File: src/rtl/wm8731_cmd_scheduler.sv
// Command sequencer for the WM8731 I2C controller: plays the power-up init ROM,
// then arbitrates mute/volume updates with bounded retry on NACK.
module wm8731_cmd_scheduler #(
  parameter int unsigned TOTAL_CMD = 9,
  parameter int unsigned MAX_RETRY = 3,
  parameter logic [7:0]  DEV_ADDR  = 8'h34,
  parameter logic [6:0]  VOL_RESET = 7'h74
) (
  input  logic        clk_i2c,
  input  logic        reset,
  input  logic        vol_req,
  input  logic [6:0]  vol_val,
  input  logic        mute_req,
  input  logic        mute_on,
  output logic [23:0] i2c_data,
  output logic        i2c_go,
  input  logic        i2c_end,
  input  logic [2:0]  i2c_ack,
  output logic        init_done,
  output logic        busy,
  output logic        error,
  output logic [3:0]  cmd_index
);

  localparam int unsigned RW = (MAX_RETRY < 1) ? 1 : $clog2(MAX_RETRY + 1);

  typedef enum logic [1:0] {ARB, WAIT, CHECK} state_t;
  typedef enum logic [1:0] {SRC_INIT, SRC_MUTE, SRC_VOL} src_t;

  state_t        state, state_nxt;
  src_t          src, src_nxt;
  logic [1:0]    blank, blank_nxt;
  logic [RW-1:0] retry, retry_nxt;
  logic [2:0]    ack_q, ack_q_nxt;
  logic          go_nxt;
  logic [23:0]   data_nxt;
  logic          done_nxt;
  logic          err_nxt;
  logic [3:0]    idx_nxt;
  logic          launch;
  logic          vol_launch;
  logic          mute_launch;

  logic          vol_pend;
  logic          mute_pend;
  logic [6:0]    vol_shadow;
  logic          mute_shadow;
  logic [15:0]   init_word;

  // Init ROM: {reg[6:0], data[8:0]}; volume entries track the live shadow
  always_comb begin
    init_word = '0;
    case (cmd_index)
      4'd0:    init_word = {7'h0F, 9'h000};
      4'd1:    init_word = {7'h06, 9'h000};
      4'd2:    init_word = {7'h08, 9'h002};
      4'd3:    init_word = {7'h02, 2'b00, vol_shadow};
      4'd4:    init_word = {7'h03, 2'b00, vol_shadow};
      4'd5:    init_word = {7'h07, 9'h001};
      4'd6:    init_word = {7'h09, 9'h001};
      4'd7:    init_word = {7'h04, 9'h016};
      4'd8:    init_word = {7'h05, 9'h006};
      default: init_word = '0;
    endcase
  end

  always_comb begin
    state_nxt   = state;
    src_nxt     = src;
    blank_nxt   = blank;
    retry_nxt   = retry;
    ack_q_nxt   = ack_q;
    go_nxt      = i2c_go;
    data_nxt    = i2c_data;
    done_nxt    = init_done;
    err_nxt     = error;
    idx_nxt     = cmd_index;
    launch      = 1'b0;
    vol_launch  = 1'b0;
    mute_launch = 1'b0;

    case (state)
      ARB: begin
        if (!init_done) begin
          data_nxt = {DEV_ADDR, init_word};
          src_nxt  = SRC_INIT;
          launch   = 1'b1;
        end else if (mute_pend) begin
          data_nxt    = {DEV_ADDR, 7'h05, 9'h006 | {5'b00000, mute_shadow, 3'b000}};
          src_nxt     = SRC_MUTE;
          launch      = 1'b1;
          mute_launch = 1'b1;
        end else if (vol_pend) begin
          data_nxt   = {DEV_ADDR, 7'h02, 2'b10, vol_shadow};
          src_nxt    = SRC_VOL;
          launch     = 1'b1;
          vol_launch = 1'b1;
        end
        if (launch) begin
          go_nxt    = 1'b1;
          blank_nxt = '0;
          state_nxt = WAIT;
        end
      end

      // i2c_end may still reflect the previous transfer for two cycles after go rises
      WAIT: begin
        if (blank == 2'd2) begin
          if (i2c_end) begin
            go_nxt    = 1'b0;
            ack_q_nxt = i2c_ack;
            state_nxt = CHECK;
          end
        end else begin
          blank_nxt = blank + 2'd1;
        end
      end

      CHECK: begin
        if ((ack_q != '0) && (retry < RW'(MAX_RETRY))) begin
          retry_nxt = retry + RW'(1);
          go_nxt    = 1'b1;
          blank_nxt = '0;
          state_nxt = WAIT;
        end else begin
          retry_nxt = '0;
          if (ack_q != '0) begin
            err_nxt = 1'b1;
          end
          if (src == SRC_INIT) begin
            idx_nxt = cmd_index + 4'd1;
            if (cmd_index == 4'(TOTAL_CMD - 1)) begin
              done_nxt = 1'b1;
            end
          end
          state_nxt = ARB;
        end
      end

      default: state_nxt = ARB;
    endcase
  end

  always_ff @(posedge clk_i2c) begin
    if (reset) begin
      state     <= ARB;
      src       <= SRC_INIT;
      blank     <= '0;
      retry     <= '0;
      ack_q     <= '0;
      i2c_go    <= 1'b0;
      i2c_data  <= '0;
      init_done <= 1'b0;
      error     <= 1'b0;
      cmd_index <= '0;
    end else begin
      state     <= state_nxt;
      src       <= src_nxt;
      blank     <= blank_nxt;
      retry     <= retry_nxt;
      ack_q     <= ack_q_nxt;
      i2c_go    <= go_nxt;
      i2c_data  <= data_nxt;
      init_done <= done_nxt;
      error     <= err_nxt;
      cmd_index <= idx_nxt;
    end
  end

  // A new request in the launch cycle keeps its flag set so the newer value is sent too
  always_ff @(posedge clk_i2c) begin
    if (reset) begin
      vol_pend    <= 1'b0;
      mute_pend   <= 1'b0;
      vol_shadow  <= VOL_RESET;
      mute_shadow <= 1'b0;
    end else begin
      if (vol_req) begin
        vol_pend   <= 1'b1;
        vol_shadow <= vol_val;
      end else if (vol_launch) begin
        vol_pend <= 1'b0;
      end
      if (mute_req) begin
        mute_pend   <= 1'b1;
        mute_shadow <= mute_on;
      end else if (mute_launch) begin
        mute_pend <= 1'b0;
      end
    end
  end

  assign busy = (state != ARB) | ~init_done | vol_pend | mute_pend;

endmodule

File: config.mk
export PLATFORM = sky130hd
export DESIGN_NAME = wm8731_cmd_scheduler
export DESIGN_NICKNAME = d
export VERILOG_FILES = /design/src/rtl/wm8731_cmd_scheduler.sv
export SDC_FILE = /design/constraint.sdc
export NUM_CORES = 1
export LEC_CHECK = 0
export ABC_CLOCK_PERIOD_IN_PS = 3700
export CAP_MARGIN = 40
export CORE_MARGIN = 2
export CORE_UTILIZATION = 50
export DETAILED_ROUTE_END_ITERATION = 7
export PLACE_DENSITY = 0.81
export SLEW_MARGIN = 25
export SYNTH_ARGS = -nofsm -noshare
export SYNTH_HDL_FRONTEND = slang
export SYNTH_SLANG_ARGS = --single-unit
File: constraint.sdc
create_clock -name clk_i2c -period 3.7 [get_ports clk_i2c]
set_input_delay 0.37 -clock clk_i2c [delete_from_list [all_inputs] [get_ports clk_i2c]]
set_output_delay 0.37 -clock clk_i2c [all_outputs]
set_load 0.05 [all_outputs]
== Word-level counts from Yosys, hierarchy flattened ==
Cells that the tools add are included.

* Muxes and demuxes: 36
* $add $sub $neg: 3
* Shift operators: 0
* Bitwise gates (word level): 5
* Equal/unequal tests: 17
* Reductions and logical operators: 17
* Divide/modulo/power cells: 0
* Multiply operators: 0
* Magnitude comparators: 1

{| class="wikitable"
|+ Operators with widths
! kind !! count
|-
| case mux 13 bit (9 select lines) || 1
|-
| 2-to-1 mux 24 bit || 3
|-
| 2-to-1 mux 2 bit || 10
|-
| 2-to-1 mux 1 bit || 19
|-
| equality test 4 x 3 -> 1 bit (second input constant) || 4
|-
| case mux 2 bit (3 select lines) || 2
|-
| AND reduction 3 bit || 4
|-
| != test 2 bit (second input constant) || 5
|-
| equality test 4 x 2 -> 1 bit (second input constant) || 2
|-
| AND reduction 4 bit || 2
|-
| nonzero test 2 bit || 3
|-
| nonzero test 3 bit || 2
|-
| AND reduction 5 bit || 1
|-
| adder 2 x 1 -> 2 bit (second input constant) || 2
|-
| adder 4 x 1 -> 4 bit (second input constant) || 1
|-
| equality test 2 bit (second input constant) || 2
|-
| equality test 4 x 1 -> 1 bit (second input constant) || 1
|-
| equality test 4 bit (second input constant) || 1
|-
| zero test 2 bit || 2
|-
| zero test 4 bit || 1
|-
| != test 3 x 1 -> 1 bit (second input constant) || 1
|-
| bitwise OR 1 bit || 3
|-
| case mux 1 bit (3 select lines) || 1
|-
| equality test 2 x 1 -> 1 bit (second input constant) || 1
|-
| other kinds (4) || 5
|}

* Word-level logic and storage cells: 93
* Input port bits: 16
* Output and inout bits: 32
* Memory bits (writable): 0
* Bits in read-only memories: 0
* Memories kept: 0
* Register bits after elaboration: 52
* Latch bits: 0

== Depth between registers and ports, before layout ==
Gate-level depths: netlist (run 1).

* Word-level depth: 6
* Mapped depth: 6
* Mapped depth without buffers: 6

== Worst setup path after synthesis (run 1) ==
Ideal clock, no wire load.

* Path type: register -> register
* Start: register cmd_index[0]
* End: register i2c_data[3]
* Data required time: 3.614 ns
* Library setup time: 0.086 ns
* Data arrival time: 1.748 ns
* Setup slack: 1.867 ns
* Path buffers: 1
* Stages on the path, launching flop included: 7
* Period minus slack after synthesis: 1.833 ns
* Cell sequence: dfxtp_1 ha_1 buf_2 mux2i_1 o31ai_2 a32oi_1 a211oi_1

* Word-level cells in the longest chain between the ends: 3
* Elaborated cells on any way between the ends: 11
* Those cells by class: eq/ne: 8; mux: 2; reduce/logical: 1

{| class="wikitable"
|+ Ends and longest elaborated chain
! item !! RTL line !! RTL
|-
| start, declared || 22 || <nowiki>output logic [3:0] cmd_index</nowiki>
|-
| start signal, assigned || 166 || <nowiki>cmd_index <= idx_nxt;</nowiki>
|-
| equality test 4 bit, or another cell as far along || 53 || <nowiki>case (cmd_index)</nowiki>
|-
| case mux 13 bit (9 select lines) * || 53 ||
|-
| 2-to-1 mux 24 bit * || 84 || <nowiki>if (!init_done) begin</nowiki>
|-
| end signal, assigned || 163 || <nowiki>i2c_data <= data_nxt;</nowiki>
|-
| end, declared || 15 || <nowiki>output logic [23:0] i2c_data,</nowiki>
|}

Mark *: on every way between the ends. The rest lies on a longest branch, timed or not.
A chain may end at the register's enable or synchronous reset.

== Worst setup path in the final report (run 1) ==
* Start: register init_done
* End: output port busy

* Word-level cells in the longest chain between the ends: 4

{| class="wikitable"
|+ Ends and longest elaborated chain
! item !! RTL line !! RTL
|-
| start, declared || 19 || <nowiki>output logic init_done,</nowiki>
|-
| start signal, assigned || 164 || <nowiki>init_done <= done_nxt;</nowiki>
|-
| NOT 1 bit || 193 || <nowiki>assign busy = (state != ARB) | ~init_done | vol_pend | mute_pend;</nowiki>
|-
| bitwise OR 1 bit (3 in a row) || 193 ||
|-
| end, declared || 20 || <nowiki>output logic busy,</nowiki>
|}

Every way passes these cells.

==> flow_metrics.py, run 1 <==
metrics = {
    "route": {
        "wl_mm": 3.97,
        "firstDrtPassIters": 4,
        "drc": 0,
        "detail-route-antenna-nets": 0,
        "drtIter0Drc": 72,
        "routedWlPerCell_um": 13.0,
        "vias": 1663,
        "via_per_inst": 5.45,
    },
    "placement": {
        "post-place-cells": 295,
        "place_hpwl_mm": 2.84,
        "io_buffers": 38,
        "gp_congestion": 0.867,
        "place_area_um2": 2290,
    },
    "status": {
        "status": "complete, no violations",
    },
    "clock_tree": {
        "cts_resized": 0,
        "cts_root_buf": "clkbuf_8",
        "cts_made_buffers": 5,
        "clk_latency_ns": 0.29,
        "cts.sinks": 40,
        "postCtsHoldBufs": 0,
        "cts_tree": "yes",
        "clk_pin_slew_worst_paths_ns": 0.08,
        "cts_buffer_depth": 2,
        "htreeDepth": 2,
        "post_cts_buffers": 0,
    },
    "final_layout": {
        "drive_gt1_share_pct": 6.61,
        "nets": 278,
        "multi_input_area_um2": 1020,
        "area_growth_pct": 22.5,
        "regArea_um2": 801,
        "diodes": 0,
        "fillers": 340,
        "utilization_pct": 64.6,
        "fin_area_um2": 2420,
        "layoutNonFillerInstCount": 305,
    },
    "power_and_ir_drop": {
        "clockPowerShare_pct": 37.1,
        "p_per_area_nw_per_um2": 392,
        "p_sw_share_pct": 26.6,
        "pwr-share-seq_pct": 48.7,
        "p_sw_w": 0.000253,
        "intPower_w": 0.000696,
        "p_leak_nw": 0.938,
        "combPwrFrac_pct": 14.2,
        "irDropWorstVdd_mv": 0.234,
    },
    "timing": {
        "fmax_mhz": 396,
        "min_period_over_period_pct": 68.3,
        "finalSetupTns_ns": 0,
        "layout_min_cycle_time_ns": 2.53,
        "whs_ns": 0.452,
        "drv_slew": 0,
        "relSlewSlack_pct": 51.4,
        "setup_viol": 0,
        "fin_skew_ns": 0.00339,
        "rsz0062_at_grt": "false",
        "finalHoldViolCount": 0,
        "worst_pin_slew_ns": 0.725,
    },
    "logic_synthesis": {
        "yosysSeqAreaShare_pct": 40.5,
        "yosysUniqueCellTypes": 46,
        "synth_top_area_share_pct": 40.5,
        "synth_edf_count": 0,
        "yosysTopAreaCell": "dfxtp_1",
        "synthesis.area_um2": 1980,
        "ys_top_cells_by_count": "dfxtp_1, nor2_1, a21oi_1, nand2_1, buf_4",
        "yosysWarnings": 0,
        "yosysMostFrequentCell": "dfxtp_1",
        "synth_area_per_cell_um2": 8.70,
        "ys.flop_type": "dfxtp_1",
        "syn_inst": 227,
        "async_flop_share_pct": 0,
        "synth.area.top_cells": "dfxtp_1, nor2_1, mux2i_1, buf_4, a21oi_1",
        "ys_ff_latch": 40,
    },
    "setup_path": {
        "start_kind": "register",
        "critical_path_required_ns": 3.33,
        "crit_path_max_fanout": 15,
        "path_class": "reg2out",
        "rr_worst_depth": 5,
        "cp_data_arrival_time_ns": 2.16,
        "endpoint_kind": "primary output",
    },
    "floorplan": {
        "die_w_um": 66.9,
        "rows": 22,
        "start_util_pct": 52.8,
        "dieArea_um2": 4470,
        "die_h_um": 66.9,
        "core_area_um2": 3740,
        "ios": 48,
    },
    "grt": {
        "grt_usage_pct": 19.4,
        "grt_pass1_wl_mm": 6.60,
        "grt_antenna_before_repair": 0,
        "overflow": 0,
        "grt_pass1_vias": 1374,
        "grt_max_degree": 25,
    },
    "hold_path": {
        "hold_path_class": "reg2reg",
        "min_path_cells": 2,
    },
    "flow_run": {
        "maxCapViolCount": 0,
    },
}
layout by cell type (no fill, tap or decap), types with 2 or more instances in the layout:
master and count:
nand3_1 4, clkbuf_8 5, nor3_1 4, a211oi_1 5, nand3b_1 2, a311oi_1 2
o21ai_0 5, nand4b_1 2, nor2b_1 9, mux2i_1 11, or3_1 2, o211ai_1 4
xor2_1 2, inv_1 6, clkdlybuf4s50_1 38, conb_1 9, a21oi_1 15, nand2_1 14
dfxtp_1 40, a32oi_1 3, a31oi_1 3, ha_1 6, a211o_1 4, nor4_1 3
nor2_1 32, o21a_1 2, nand2b_1 2
through the flow:
step                setup WS, ns  total power (W)
floorplan                   1.87         0.000572
global placement            1.52         0.000604
detailed placement          1.50         0.000606
CTS                         1.17         0.000953
global route                1.03         0.000990
finish                      1.17         0.000949
final cells by class:
| class | instances | area share [%] |
|---|---|---|
| clock buffers | 5 | 2.84 |
| repair buffers | 41 | 16.7 |
| flip-flops and latches | 40 | 33.1 |
| clock inverters | 3 | 1.76 |
| multi-input cells | 162 | 42.2 |
| inverters | 6 | 0.931 |
| well taps | 48 | 2.48 |
layer usage:
| layer | track usage (%) | vias up | wire length [um] |
|---|---|---|---|
| li1 | - | 835 | - |
| met3 | 4.56 | 2 | 250 |
| met2 | 27.8 | 61 | 1810 |
| met5 | 0 | - | 0 |
| met1 | 28.6 | 765 | 1890 |
| met4 | 6.12 | 0 | 27 |
sequential cells by signal, indices dropped and copies added, names as in the netlist:
name	count
i2c_data	13
vol_shadow	7
cmd_index	4
ack_q	3
blank	2
retry	2
state	2
error	1
i2c_go	1
init_done	1
mute_pend	1
mute_shadow	1
src	1
vol_pend	1
kinds of logic after synthesis:
family,Yosys count,share of synthesized area [%]
other,1,0.190
buffers and inverters,33,9.31
DFF,40,40.5
adders and majority gates,6,3.80
xor gates and xnor gates,3,1.33
muxes,11,5.57
AOI/OAI and AO/OA,51,17.9
and+or+nand+nor,82,21.3
worst paths after layout:
check	start	to	slack [ns]
hold / removal	i2c_data[6]	i2c_data[6]	0.45
setup / recovery	init_done	busy	1.17
hold reg to reg	i2c_data[6]	i2c_data[6]	0.45
setup reg to reg	cmd_index[0]	i2c_data[4]	1.85
worst max-delay path, cell delays in order, from the launching register on:
cell             delay [ns]
dfxtp_1                0.62
nor3b_1                0.41
nand2_1                0.11
clkdlybuf4s50_1        0.73
power groups by stage:
stage	clock network (W)	registers [W]	logic [W]
5_1_grt	0.000380	0.000465	0.000145
4_1_cts	0.000357	0.000462	0.000134
2_1_floorplan	0	0.000491	0.0000813
6_report	0.000352	0.000462	0.000134
3_5_place_dp	0	0.000472	0.000133
3_3_place_gp	0	0.000472	0.000132
Power figures use the tool's default switching activity.
==> run 2: changes to the inputs <==
Settings changed: ABC_CLOCK_PERIOD_IN_PS 3700 to 2100, CORE_UTILIZATION 50 to 44, PLACE_DENSITY 0.81 to 0.75.
Clock period 3.7 ns to 2.1 ns, I/O delays scaled along.
==> flow_metrics.py, run 2 (synthesized netlist as in run 1, its figures left out) <==
metrics = {
    "final_layout": {
        "reg_top3": "i2c_data x13, vol_shadow x7, cmd_index x4",
        "mostFrequentLayoutCell": "dfxtp_1",
        "fin_area_um2": 2430,
        "top_register": "i2c_data",
        "diodes": 0,
        "nets": 282,
        "drive_gt1_share_pct": 8.43,
        "area_growth_pct": 23.1,
        "layout_common_cells": "dfxtp_1, clkdlybuf4s50_1, nor2_1",
        "largest_register_ff_count": 13,
    },
    "grt": {
        "overflow": 0,
        "grt_antenna_before_repair": 0,
        "grt_usage_pct": 17.5,
        "grt_max_degree": 26,
        "grt_pass1_vias": 1518,
        "grt_pass1_wl_mm": 7.09,
    },
    "floorplan": {
        "die_w_um": 71.0,
        "die_h_um": 71.0,
        "ios": 48,
        "rows": 24,
        "core_area_um2": 4350,
        "start_util_pct": 45.4,
        "dieArea_um2": 5040,
    },
    "timing": {
        "drv_slew": 0,
        "fmax_mhz": 506,
        "rsz0062_at_grt": "false",
        "finalHoldViolCount": 0,
        "layout_min_cycle_time_ns": 1.98,
        "worst_pin_slew_ns": 0.761,
        "finalSetupTns_ns": 0,
        "min_period_over_period_pct": 94.1,
        "fin_skew_ns": 0.00687,
        "relSlewSlack_pct": 49.0,
        "setup_viol": 0,
    },
    "route": {
        "m1WireLength_mm": 1.97,
        "drtIter0Drc": 113,
        "detail-route-antenna-nets": 0,
        "wl_met3_um": 192,
        "drc": 0,
        "met2RoutedLength_mm": 1.93,
        "firstDrtPassIters": 4,
        "vias": 1676,
        "via_per_inst": 5.35,
        "wl_mm": 4.18,
        "routedWlPerCell_um": 13.3,
        "top_layer": "met4",
    },
    "placement": {
        "place_hpwl_mm": 3.14,
        "place_area_um2": 2340,
        "io_buffers": 38,
        "gp_congestion": 0.903,
    },
    "setup_path": {
        "cp_data_arrival_time_ns": 1.77,
        "slowest_delay_ns": 0.89,
        "crit_family": "buffers and inverters",
        "crit_buf_inv": 1,
        "start_kind": "register",
        "path_cells": "clkdlybuf4s50_1",
        "critical_path_required_ns": 1.89,
        "crit_path_max_fanout": 12,
        "path_class": "reg2out",
        "cpMaxStageDelayCell": "clkdlybuf4s50_1",
        "endpoint_kind": "primary output",
    },
    "power_and_ir_drop": {
        "p_leak_nw": 0.954,
        "p_per_area_nw_per_um2": 650,
        "irDropWorstVdd_mv": 0.311,
    },
    "clock_tree": {
        "cts.sinks": 40,
        "cts_made_buffers": 5,
        "cts_tree": "yes",
        "post_cts_buffers": 0,
        "clk_latency_ns": 0.29,
        "clk_pin_slew_worst_paths_ns": 0.08,
        "htreeDepth": 2,
        "cts_root_buf": "clkbuf_8",
        "cts_buffer_depth": 2,
        "cts_resized": 0,
        "postCtsHoldBufs": 0,
    },
    "status": {
        "status": "complete, no violations",
    },
    "hold_path": {
        "hold_path_class": "reg2reg",
    },
    "flow_run": {
        "maxCapViolCount": 0,
    },
}
[run 2: tightest hold or removal path: stages, from the launching register on]
cell and delay [ns]:
dfxtp_1 0.31, nand2_1 0.05, a21oi_1 0.05
[run 2: path summary, 6_finish.rpt]
check	startpoint	slack, ns	to	cells after the start
setup / recovery	cmd_index[3]	0.12	cmd_index[3]	1
hold / removal	i2c_data[6]	0.46	i2c_data[6]	2
setup reg to reg	vol_pend	0.37	i2c_data[2]	4
hold reg to reg	i2c_data[6]	0.46	i2c_data[6]	2
[run 2: cell type report]
type | instances | area, um^2
Clock inverter | 2 | 10.0
Clock buffer | 6 | 82.6
Inverter | 6 | 22.5
Tap cell | 52 | 65.1
Timing Repair Buffer | 45 | 430
Fill cell | 404 | 1920
Multi-Input combinational cell | 162 | 1020
Sequential cell | 40 | 801
[run 2: per-layer routing]
| metal | GRT usage [%] | vias up |
|---|---|---|
| li1 | - | 845 |
| met1 | 23.9 | 772 |
| met2 | 27.3 | 50 |
| met3 | 2.99 | 9 |
| met4 | 7.34 | 0 |
| met5 | 0 | - |
[run 2: power breakdown]
| part | internal (W) | switching (W) | leakage, nW |
|---|---|---|---|
| logic | 0.0000893 | 0.000153 | 0.575 |
| registers | 0.000788 | 0.0000251 | 0.328 |
| clock network | 0.000262 | 0.000264 | 0.0510 |
| total | 0.00114 | 0.000442 | 0.954 |
[run 2: metrics by stage]
stage | cells | utilization [%] | total power [W] | setup WS, ns | hold slack (ns)
4_1_cts | 313 | 55.9 | 0.00160 | 0.115 | 0.462
6_report | 313 | 55.9 | 0.00158 | 0.124 | 0.456
3_5_place_dp | 305 | 53.7 | 0.00107 | 0.374 | 0.451
2_1_floorplan | 235 | - | 0.00101 | 0.267 | 0.327
5_1_grt | 313 | 55.9 | 0.00164 | 0.0580 | 0.483
3_3_place_gp | 305 | 53.7 | 0.00107 | 0.400 | 0.442
